### config.mk
export PLATFORM = sky130hd
export DESIGN_NAME = fetch_align
export DESIGN_NICKNAME = d
export VERILOG_FILES = /design/src/rtl/fetch_pkg.sv /design/src/rtl/fetch_hw_sel.sv /design/src/rtl/fetch_align.sv
export SDC_FILE = /design/constraint.sdc
export NUM_CORES = 1
export LEC_CHECK = 0
export CAP_MARGIN = 20
export CORE_UTILIZATION = 40
export CTS_CLUSTER_SIZE = 8
export DETAILED_ROUTE_END_ITERATION = 10
export HOLD_SLACK_MARGIN = 0.05
export PLACE_DENSITY = 0.66
export SYNTH_ARGS = -nofsm -noshare
export SYNTH_HDL_FRONTEND = slang
export SYNTH_SLANG_ARGS = --single-unit
### constraint.sdc
create_clock -name clk -period 4.4 [get_ports clk]
set_clock_uncertainty 0.2 [all_clocks]
set_input_delay 0.44 -clock clk [delete_from_list [all_inputs] [get_ports clk]]
set_output_delay 0.44 -clock clk [all_outputs]
set_load 0.005 [all_outputs]
### src/rtl/fetch_pkg.sv
// fetch_pkg: constants and state type shared by the instruction-fetch aligner.
package fetch_pkg;

  localparam int          FETCH_WORD_W = 64;
  localparam logic [31:0] FETCH_NOP    = 32'h0000_0013;

  typedef enum logic [1:0] {
    EMPTY,
    HAVE,
    SPLIT
  } fa_state_t;

endpackage

### src/rtl/fetch_hw_sel.sv
// fetch_hw_sel: picks halfword sel and the 32-bit window starting at it from a 64-bit fetch word.
module fetch_hw_sel
  import fetch_pkg::*;
(
  input  logic [FETCH_WORD_W-1:0] word,
  input  logic [1:0]              sel,
  output logic [15:0]             hw,
  output logic [31:0]             win
);

  // The window at halfword 3 runs off the word; only its low half is meaningful.
  always_comb begin
    hw  = word[15:0];
    win = word[31:0];
    case (sel)
      2'd0: begin
        hw  = word[15:0];
        win = word[31:0];
      end
      2'd1: begin
        hw  = word[31:16];
        win = word[47:16];
      end
      2'd2: begin
        hw  = word[47:32];
        win = word[63:32];
      end
      default: begin
        hw  = word[63:48];
        win = {16'h0000, word[63:48]};
      end
    endcase
  end

endmodule

### src/rtl/fetch_align.sv
// fetch_align: extracts the instruction at pc from SRAM read words, zero added latency.
// Define RVC_EN for 16-bit instructions and 32-bit instructions split across two words.
module fetch_align
  import fetch_pkg::*;
(
  input  logic                    clk,
  input  logic                    cpurst_n,
  input  logic                    isram_cs_ff,
  input  logic [28:0]             isram_adr_ff,
  input  logic [FETCH_WORD_W-1:0] isram_rdata,
  input  logic [31:0]             pc,
  input  logic                    fet_flush,
  output logic [31:0]             rv32_instr,
  output logic                    isrv16,
  output logic                    instr_valid,
  output logic                    fetch_misalign
);

  fa_state_t               state_q, state_d;
  logic [FETCH_WORD_W-1:0] lw_data_q, lw_data_d;
  logic [28:0]             lw_adr_q, lw_adr_d;
  logic                    lw_vld_q, lw_vld_d;

  logic [28:0]             pc_w;
  logic                    hit_new, hit_lw, hit;
  logic [FETCH_WORD_W-1:0] cur;
  logic [1:0]              sel;
  logic [15:0]             hw0;
  logic [31:0]             win;
  logic                    raw_valid, raw_16;
  logic [31:0]             raw_instr;
  logic                    unused_pc0;

  assign unused_pc0 = pc[0];

  // A word arriving this cycle takes priority over the buffered copy.
  always_comb begin
    pc_w    = pc[31:3];
    hit_new = isram_cs_ff && (isram_adr_ff == pc_w);
    hit_lw  = lw_vld_q && (lw_adr_q == pc_w);
    hit     = hit_new || hit_lw;
    cur     = hit_new ? isram_rdata : lw_data_q;
`ifdef RVC_EN
    sel     = pc[2:1];
`else
    sel     = {pc[2], 1'b0};
`endif
  end

  fetch_hw_sel u_hw_sel (
    .word (cur),
    .sel  (sel),
    .hw   (hw0),
    .win  (win)
  );

`ifdef RVC_EN
  logic [28:0] pc_nx, res_adr_q, res_adr_d;
  logic [15:0] res_hw_q, res_hw_d, lower, up_hw;
  logic        up_new, up_lw, up_ok, res_hit, low_ok, is_split, capture, complete;

  // The upper half of a split instruction lives in halfword 0 of the next word.
  always_comb begin
    pc_nx     = pc_w + 29'd1;
    up_new    = isram_cs_ff && (isram_adr_ff == pc_nx);
    up_lw     = lw_vld_q && (lw_adr_q == pc_nx);
    up_ok     = up_new || up_lw;
    up_hw     = up_new ? isram_rdata[15:0] : lw_data_q[15:0];
    res_hit   = (state_q == SPLIT) && (res_adr_q == pc_w);
    low_ok    = hit || res_hit;
    lower     = hit ? hw0 : res_hw_q;
    raw_16    = (lower[1:0] != 2'b11);
    is_split  = (pc[2:1] == 2'b11) && !raw_16;
    capture   = is_split && hit && !up_ok;
    complete  = is_split && low_ok && up_ok;
    raw_valid = low_ok && (raw_16 || (is_split ? up_ok : hit));
    if (raw_16)
      raw_instr = {16'h0000, lower};
    else if (is_split)
      raw_instr = {up_hw, lower};
    else
      raw_instr = win;
  end
`else
  logic [15:0] unused_hw;

  assign unused_hw = hw0;

  always_comb begin
    raw_16    = 1'b0;
    raw_valid = hit && !pc[1];
    raw_instr = win;
  end
`endif

  // Reset and flush both suppress the output so decode only ever sees a NOP.
  always_comb begin
    instr_valid    = cpurst_n && !fet_flush && raw_valid;
    fetch_misalign = !instr_valid;
    rv32_instr     = instr_valid ? raw_instr : FETCH_NOP;
    isrv16         = instr_valid && raw_16;
  end

  always_comb begin
    state_d   = state_q;
    lw_data_d = lw_data_q;
    lw_adr_d  = lw_adr_q;
    lw_vld_d  = lw_vld_q;
`ifdef RVC_EN
    res_hw_d  = res_hw_q;
    res_adr_d = res_adr_q;
`endif
    if (isram_cs_ff) begin
      lw_data_d = isram_rdata;
      lw_adr_d  = isram_adr_ff;
      lw_vld_d  = 1'b1;
    end
    case (state_q)
      EMPTY: if (isram_cs_ff) state_d = HAVE;
`ifdef RVC_EN
      SPLIT: if (complete) state_d = HAVE;
`endif
      default: ;
    endcase
`ifdef RVC_EN
    if (capture) begin
      state_d   = SPLIT;
      res_hw_d  = hw0;
      res_adr_d = pc_w;
    end
`endif
    // Flush beats a simultaneous SRAM return: that word is dropped.
    if (fet_flush) begin
      state_d   = EMPTY;
      lw_data_d = lw_data_q;
      lw_adr_d  = lw_adr_q;
      lw_vld_d  = 1'b0;
    end
  end

  always_ff @(posedge clk) begin
    if (!cpurst_n) begin
      state_q   <= EMPTY;
      lw_data_q <= '0;
      lw_adr_q  <= '0;
      lw_vld_q  <= 1'b0;
`ifdef RVC_EN
      res_hw_q  <= '0;
      res_adr_q <= '0;
`endif
    end else begin
      state_q   <= state_d;
      lw_data_q <= lw_data_d;
      lw_adr_q  <= lw_adr_d;
      lw_vld_q  <= lw_vld_d;
`ifdef RVC_EN
      res_hw_q  <= res_hw_d;
      res_adr_q <= res_adr_d;
`endif
    end
  end

endmodule

==> impl_metrics.csv, run 1 <==
group,metric,value,unit
outcome,status,"complete, no violations",
yosys,synth_area_per_cell,8.340,um2
global_route,grt_pass1_vias,5454,
placed_design,placed_cells_incl_taps,993,
setup_path,path_class,"in2out",
global_route,gr-usage-met1,29.43,%
cells_and_area,instances_no_fill,1009,
setup_path,cp-startpoint,"pc[10]",
timing,setup-tns-final,0,ns
setup_path,critPathLaunchType,"input port",
timing,fin_ws,0.2354,ns
detailed_routing,ant_nets,0,
clocking,cts_max_level,3,
run,drv_cap,0,
floorplan,die-area,15020,um2
clocking,holdBufCountCts,0,
yosys,syn_inst,697,
pwr,swShare,25.49,%
detailed_routing,totalWireLength,17.41,mm
cells_and_area,drive_gt1_share,8.926,%
pwr,pwr-share-comb,17.0,%
detailed_routing,wl_per_cell,17.25,um
global_route,grtUsageTotal,23.64,%
clocking,clock_latency,0.35,ns
setup_path,slowest_delay,0.92,ns
pwr,irDropWorstVdd,0.2008,mV
clocking,post_cts_buffers,0,
placed_design,pre_cts_slack,0.2452,ns
global_route,grt_first_pass_wirelength,27.43,mm
setup_path,ff2ff_path_depth,2,
setup_path,slowest_stage,"or4_2",
clocking,cts_tree,"built",
timing,rsz0062_at_grt,"no",
detailed_routing,drc,0,
cells_and_area,nFillCells,1280,
global_route,grt_antenna_before_repair,0,
yosys,synth.area.top_cells,"dfxtp_1 (32%), nand2_1 (12%), a21boi_0 (12%)",
global_route,grt_use_met2,40.41,%
cells_and_area,final_common_cell,"nand2_1",
pwr,p_int,1.581,mW
timing,setup_violations,0,
setup_path,worst_path_most_repeated_cell,"clkdlybuf4s50_1",
placed_design,gp_congestion,0.9035,
pwr,leakage,2.703,nW
yosys,synth.distinct_cells,36,
setup_path,crit_end,"rv32_instr[28]",
yosys,syn_nets,826,
cells_and_area,n_antenna_cell,0,
cells_and_area,final_util,55.98,%
clocking,post_cts_resized,0,
floorplan,coreArea,14040,um2
clocking,cts.sinks,94,
yosys,yosysWarnings,0,
pwr,power.share.clock,40.1,%
detailed_routing,first_iter_violations,299,
placed_design,place_hpwl,11.87,mm
floorplan,die_x,122.6,um
yosys,synthesis.area,5813,um2
setup_path,cp_num_cells,8,
min_path,hold_path_class,"in2reg",
timing,finalCritPeriodShare,94.65,%
setup_path,arrival,3.52,ns
global_route,gr-usage-met3,4.136,%
setup_path,path_delay_family,"buffers and inverters",
cells_and_area,num-nets-final,953,
setup_path,endpoint_kind,"primary output",
setup_path,path_max_fanout,11,
setup_path,rr_startpoint,"lw_adr_q[19]",
timing,slew_violations,0,
yosys,synth-seq-cells,94,
yosys,seq_area_frac_synth,32.37,%
clocking,clk_pin_slew,0.07,ns
global_route,busiest_layer,"met2",
timing,hold_slack,0.2302,ns
setup_path,ff2ff_setup_slack,3.47,ns
detailed_routing,viasPerCell,5.402,
floorplan,start_util,41.40,%
pwr,p_per_area,270.0,nW/um2
setup_path,reg2reg_to,"lw_adr_q[19]",
detailed_routing,vias,5451,
clocking,cts-root-buf,"clkbuf_16",
pwr,seqPwrFrac,42.9,%
timing,slew_headroom,30.94,%
global_route,overflow,0,
timing,period_needed,4.165,ns
floorplan,num_rows,43,
pwr,power,2.122,mW
cells_and_area,fin_area,7861,um2
cells_and_area,seq_area,1882,um2
clocking,clk_path_buf_depth,2,
cells_and_area,final_cell_mix,"nand2_1 (188), clkdlybuf4s50_1 (159), dfxtp_1 (94)",
global_route,grt_max_degree,94,
pwr,switching_power,0.5411,mW
timing,tightest_slew,1.036,ns
floorplan,die_h,122.6,um
yosys,synth_area_leader_cell,"dfxtp_1",
clocking,numCtsBuffers,9,
placed_design,port_buffers,161,
yosys,synth_top_area_share,32.37,%
timing,fmax,240.1,MHz
placed_design,post_dp_cell_area,7537,um2
cells_and_area,area_growth,35.23,%
floorplan,ios,164,
setup_path,critPathBufInv,3,
setup_path,crit_chain,"clkdlybuf4s50_1 > xnor2_1 > nand4_1 > or4_2 > buf_4 > a2111oi_2 > o21a_1 > clkdlybuf4s50_1",
timing,hold_viol,0,
cells_and_area,multi_input_area,3676,um2
setup_path,critPathRequiredTime,3.76,ns
detailed_routing,dr.pass1.iters,5,
## how the worst min path moves through the flow
| stage | startpoint | to | slack, ns | cells after the start |
|---|---|---|---|---|
| 6_report | cpurst_n | lw_vld_q | 0.23 | 3 |
| 5_1_grt | cpurst_n | lw_vld_q | 0.28 | 3 |
| 4_1_cts | cpurst_n | lw_vld_q | 0.23 | 3 |
| 3_5_place_dp | lw_data_q[25] | lw_data_q[25] | 0.26 | 2 |
| 3_3_place_gp | lw_data_q[36] | lw_data_q[36] | 0.25 | 2 |
| 2_1_floorplan | lw_data_q[32] | lw_data_q[32] | 0.24 | 2 |
## area by class of cell
| cell class | count | share of cell area (%) |
|---|---|---|
| clock buffers | 9 | 2.865 |
| clock inverters | 7 | 1.257 |
| multi-input cells | 543 | 46.76 |
| flip-flops and latches | 94 | 23.94 |
| well taps | 180 | 2.865 |
| repair buffers | 176 | 22.31 |
## flip-flops by register name, indices dropped and copies added, names as in the netlist
signal and cells:
lw_data_q 64, lw_adr_q 29, lw_vld_q 1
## cell families (layout without fill, tap and decap cells)
group | after synthesis | count (layout) | synth area share (%)
AND/OR/NAND/NOR | 261 | 261 | 19.76
XOR/XNOR | 58 | 58 | 8.739
other | 1 | 1 | 0.06451
buffers and inverters | 60 | 192 | 4.757
AO/OA/AOI/OAI | 162 | 162 | 23.61
flip-flops | 94 | 94 | 32.37
multiplexers | 61 | 61 | 10.70
## Yosys cell counts
library cell,count
a2111oi_0,9
a2111oi_2,19
a2111oi_4,1
a21boi_0,93
a21oi_1,6
and2_1,2
and4_1,4
buf_1,4
buf_12,1
buf_2,10
buf_4,1
buf_6,1
buf_8,1
clkbuf_1,42
conb_1,1
dfxtp_1,94
mux2_2,9
mux2i_1,52
nand2_1,188
nand2b_1,2
nand3_1,6
nand4_1,6
nand4_2,1
nor2_1,5
nor2b_1,4
nor3_1,29
nor4_1,8
nor4_2,4
o2111ai_1,6
o21a_1,24
o21ai_0,1
o21ai_1,3
or2_2,1
or4_1,1
xnor2_1,14
xor2_1,44
## tightest hold or removal path: stages
cell and delay (ns):
buf_2 0.10, nand2b_1 0.10, nor2_1 0.11
## power by group through the flow
| stage | Sequential (mW) | Combinational [mW] | Clock [mW] |
|---|---|---|---|
| floorplan | 0.925 | 0.176 | 0 |
| global placement | 0.928 | 0.353 | 0 |
| detailed placement | 0.931 | 0.359 | 0 |
| CTS | 0.911 | 0.361 | 0.864 |
| global route | 0.916 | 0.390 | 0.902 |
| finish | 0.911 | 0.360 | 0.851 |
## layer usage
layer	up-vias	part of all wire, %	wire, um
met2	195	48	8338
met5	-	0	0
met4	0	2.0	340
met3	21	6.0	1040
li1	2692	-	-
met1	2543	44	7688
No activity file was read; power rests on OpenSTA's default activity.
==> run 2, diff against run 1 <==
--- a/config.mk
+++ b/config.mk
@@ -5,7 +5,8 @@
 export SDC_FILE = /design/constraint.sdc
 export NUM_CORES = 1
 export LEC_CHECK = 0
-export CAP_MARGIN = 20
+export CAP_MARGIN = 15
+export CORE_MARGIN = 2
 export CORE_UTILIZATION = 40
 export CTS_CLUSTER_SIZE = 8
 export DETAILED_ROUTE_END_ITERATION = 10
@@ -14,3 +15,4 @@
 export SYNTH_ARGS = -nofsm -noshare
 export SYNTH_HDL_FRONTEND = slang
 export SYNTH_SLANG_ARGS = --single-unit
+export TNS_END_PERCENT = 5
==> impl_metrics.csv, run 2 (same netlist as run 1, synthesis figures left out) <==
group,metric,value,unit
cells_and_area,final_util,54.25,%
setup_path,path_class,"in2out",
placed_design,place_hpwl,11.67,mm
cells_and_area,instances_no_fill,1007,
setup_path,arrival,3.48,ns
timing,period_needed,4.123,ns
floorplan,coreArea,14370,um2
floorplan,die-area,15510,um2
clocking,clk_path_buf_depth,2,
clocking,post_cts_resized,0,
cells_and_area,drive_gt1_share,8.029,%
clocking,cts-root-buf,"clkbuf_16",
global_route,grt_first_pass_wirelength,27.79,mm
timing,tightest_slew,1.057,ns
floorplan,num_rows,44,
clocking,post_cts_buffers,0,
setup_path,critPathLaunchType,"input port",
global_route,grt_antenna_before_repair,1,
detailed_routing,dr.pass1.iters,4,
cells_and_area,num-nets-final,948,
timing,slew_headroom,29.50,%
clocking,clock_latency,0.35,ns
clocking,holdBufCountCts,0,
setup_path,endpoint_kind,"primary output",
placed_design,port_buffers,161,
run,drv_cap,0,
clocking,clk_pin_slew,0.06,ns
floorplan,die_h,124.6,um
floorplan,start_util,40.46,%
timing,setup_violations,0,
timing,slew_violations,0,
global_route,grtUsageTotal,22.09,%
detailed_routing,ant_nets,0,
floorplan,die_x,124.6,um
global_route,overflow,0,
pwr,irDropWorstVdd,0.1572,mV
cells_and_area,final_cell_mix,"nand2_1 (188), clkdlybuf4s50_1 (159), dfxtp_1 (94)",
timing,hold_viol,0,
detailed_routing,first_iter_violations,290,
cells_and_area,largest_reg_flops,64,
outcome,status,"complete, no violations",
timing,fmax,242.6,MHz
global_route,grt_pass1_vias,5498,
clocking,cts_tree,"built",
detailed_routing,vias,5451,
global_route,grt_max_degree,94,
clocking,numCtsBuffers,9,
clocking,cts_max_level,3,
placed_design,gp_congestion,0.8225,
detailed_routing,viasPerCell,5.413,
detailed_routing,wl_per_cell,17.21,um
placed_design,placed_cells_incl_taps,992,
pwr,leakage,2.676,nW
min_path,hold_path_class,"in2reg",
floorplan,ios,164,
clocking,cts.sinks,94,
detailed_routing,drc,0,
cells_and_area,reg_top3,"lw_data_q (64), lw_adr_q (29), lw_vld_q (1)",
setup_path,critPathRequiredTime,3.76,ns
cells_and_area,largest_register,"lw_data_q",
timing,setup-tns-final,0,ns
cells_and_area,final_common_cell,"nand2_1",
detailed_routing,totalWireLength,17.33,mm
pwr,p_per_area,258.7,nW/um2
cells_and_area,area_growth,34.09,%
timing,finalCritPeriodShare,93.69,%
setup_path,path_max_fanout,26,
timing,rsz0062_at_grt,"no",
## run 2: changes by cell type in the layout (fill, tap and decap cells not counted), sizes merged
cell	before	now
diode	0	1
buf	17	12
bufinv	2	0
clkbuf	9	13
clkinvlp	4	0
## run 2: area by class of cell
| type | count | area, um2 |
|---|---|---|
| fillers | 1299 | 6574 |
| diodes | 1 | 2.502 |
| flip-flops and latches | 94 | 1882 |
| repair buffers | 171 | 1729 |
| well taps | 184 | 230.2 |
| multi-input cells | 543 | 3676 |
| clock buffers | 13 | 270.3 |
| clock inverters | 1 | 5.005 |
## run 2: worst paths after layout
kind | from | to | slack (ns) | depth (start not counted)
hold / removal | cpurst_n | lw_vld_q | 0.22 | 3
setup / recovery | pc[20] | rv32_instr[2] | 0.28 | 8
setup reg to reg | lw_data_q[40] | lw_data_q[40] | 3.50 | 2
hold reg to reg | lw_data_q[25] | lw_data_q[25] | 0.26 | 2
## run 2: power by group
group / leakage [nW] / switching [mW] / internal (mW)
logic: 1.77 / 0.166 / 0.192
registers: 0.769 / 0.0205 / 0.891
clock network: 0.138 / 0.324 / 0.423
## run 2: stage by stage
stage	power, mW	hold WS [ns]	instance area (um2)	setup WS (ns)
after global placement	1.278	0.2493	7517	0.3141
after global routing	2.102	0.2355	7792	0.02206
after floorplan	1.101	0.2400	5813	1.819
after detailed placement	1.289	0.2589	7517	0.2513
after CTS	2.032	0.2169	7792	0.2532
final	2.016	0.2223	7795	0.2775
## run 2: layer usage
metal  GRT usage [%]  wire length, um  vias up
met3           6.143             1074       25
met1           27.38             7681     2588
met4           7.601              370        0
li1                -                -     2671
met2           36.90             8206      167
met5               0                0        -
## run 2: critical path, cell delays in order
cell             delay, ns
clkdlybuf4s50_1       0.48
xnor2_1               0.25
nand4_2               0.28
or4_2                 0.60
buf_4                 0.30
a2111oi_0             0.42
o21a_1                0.19
clkdlybuf4s50_1       0.51
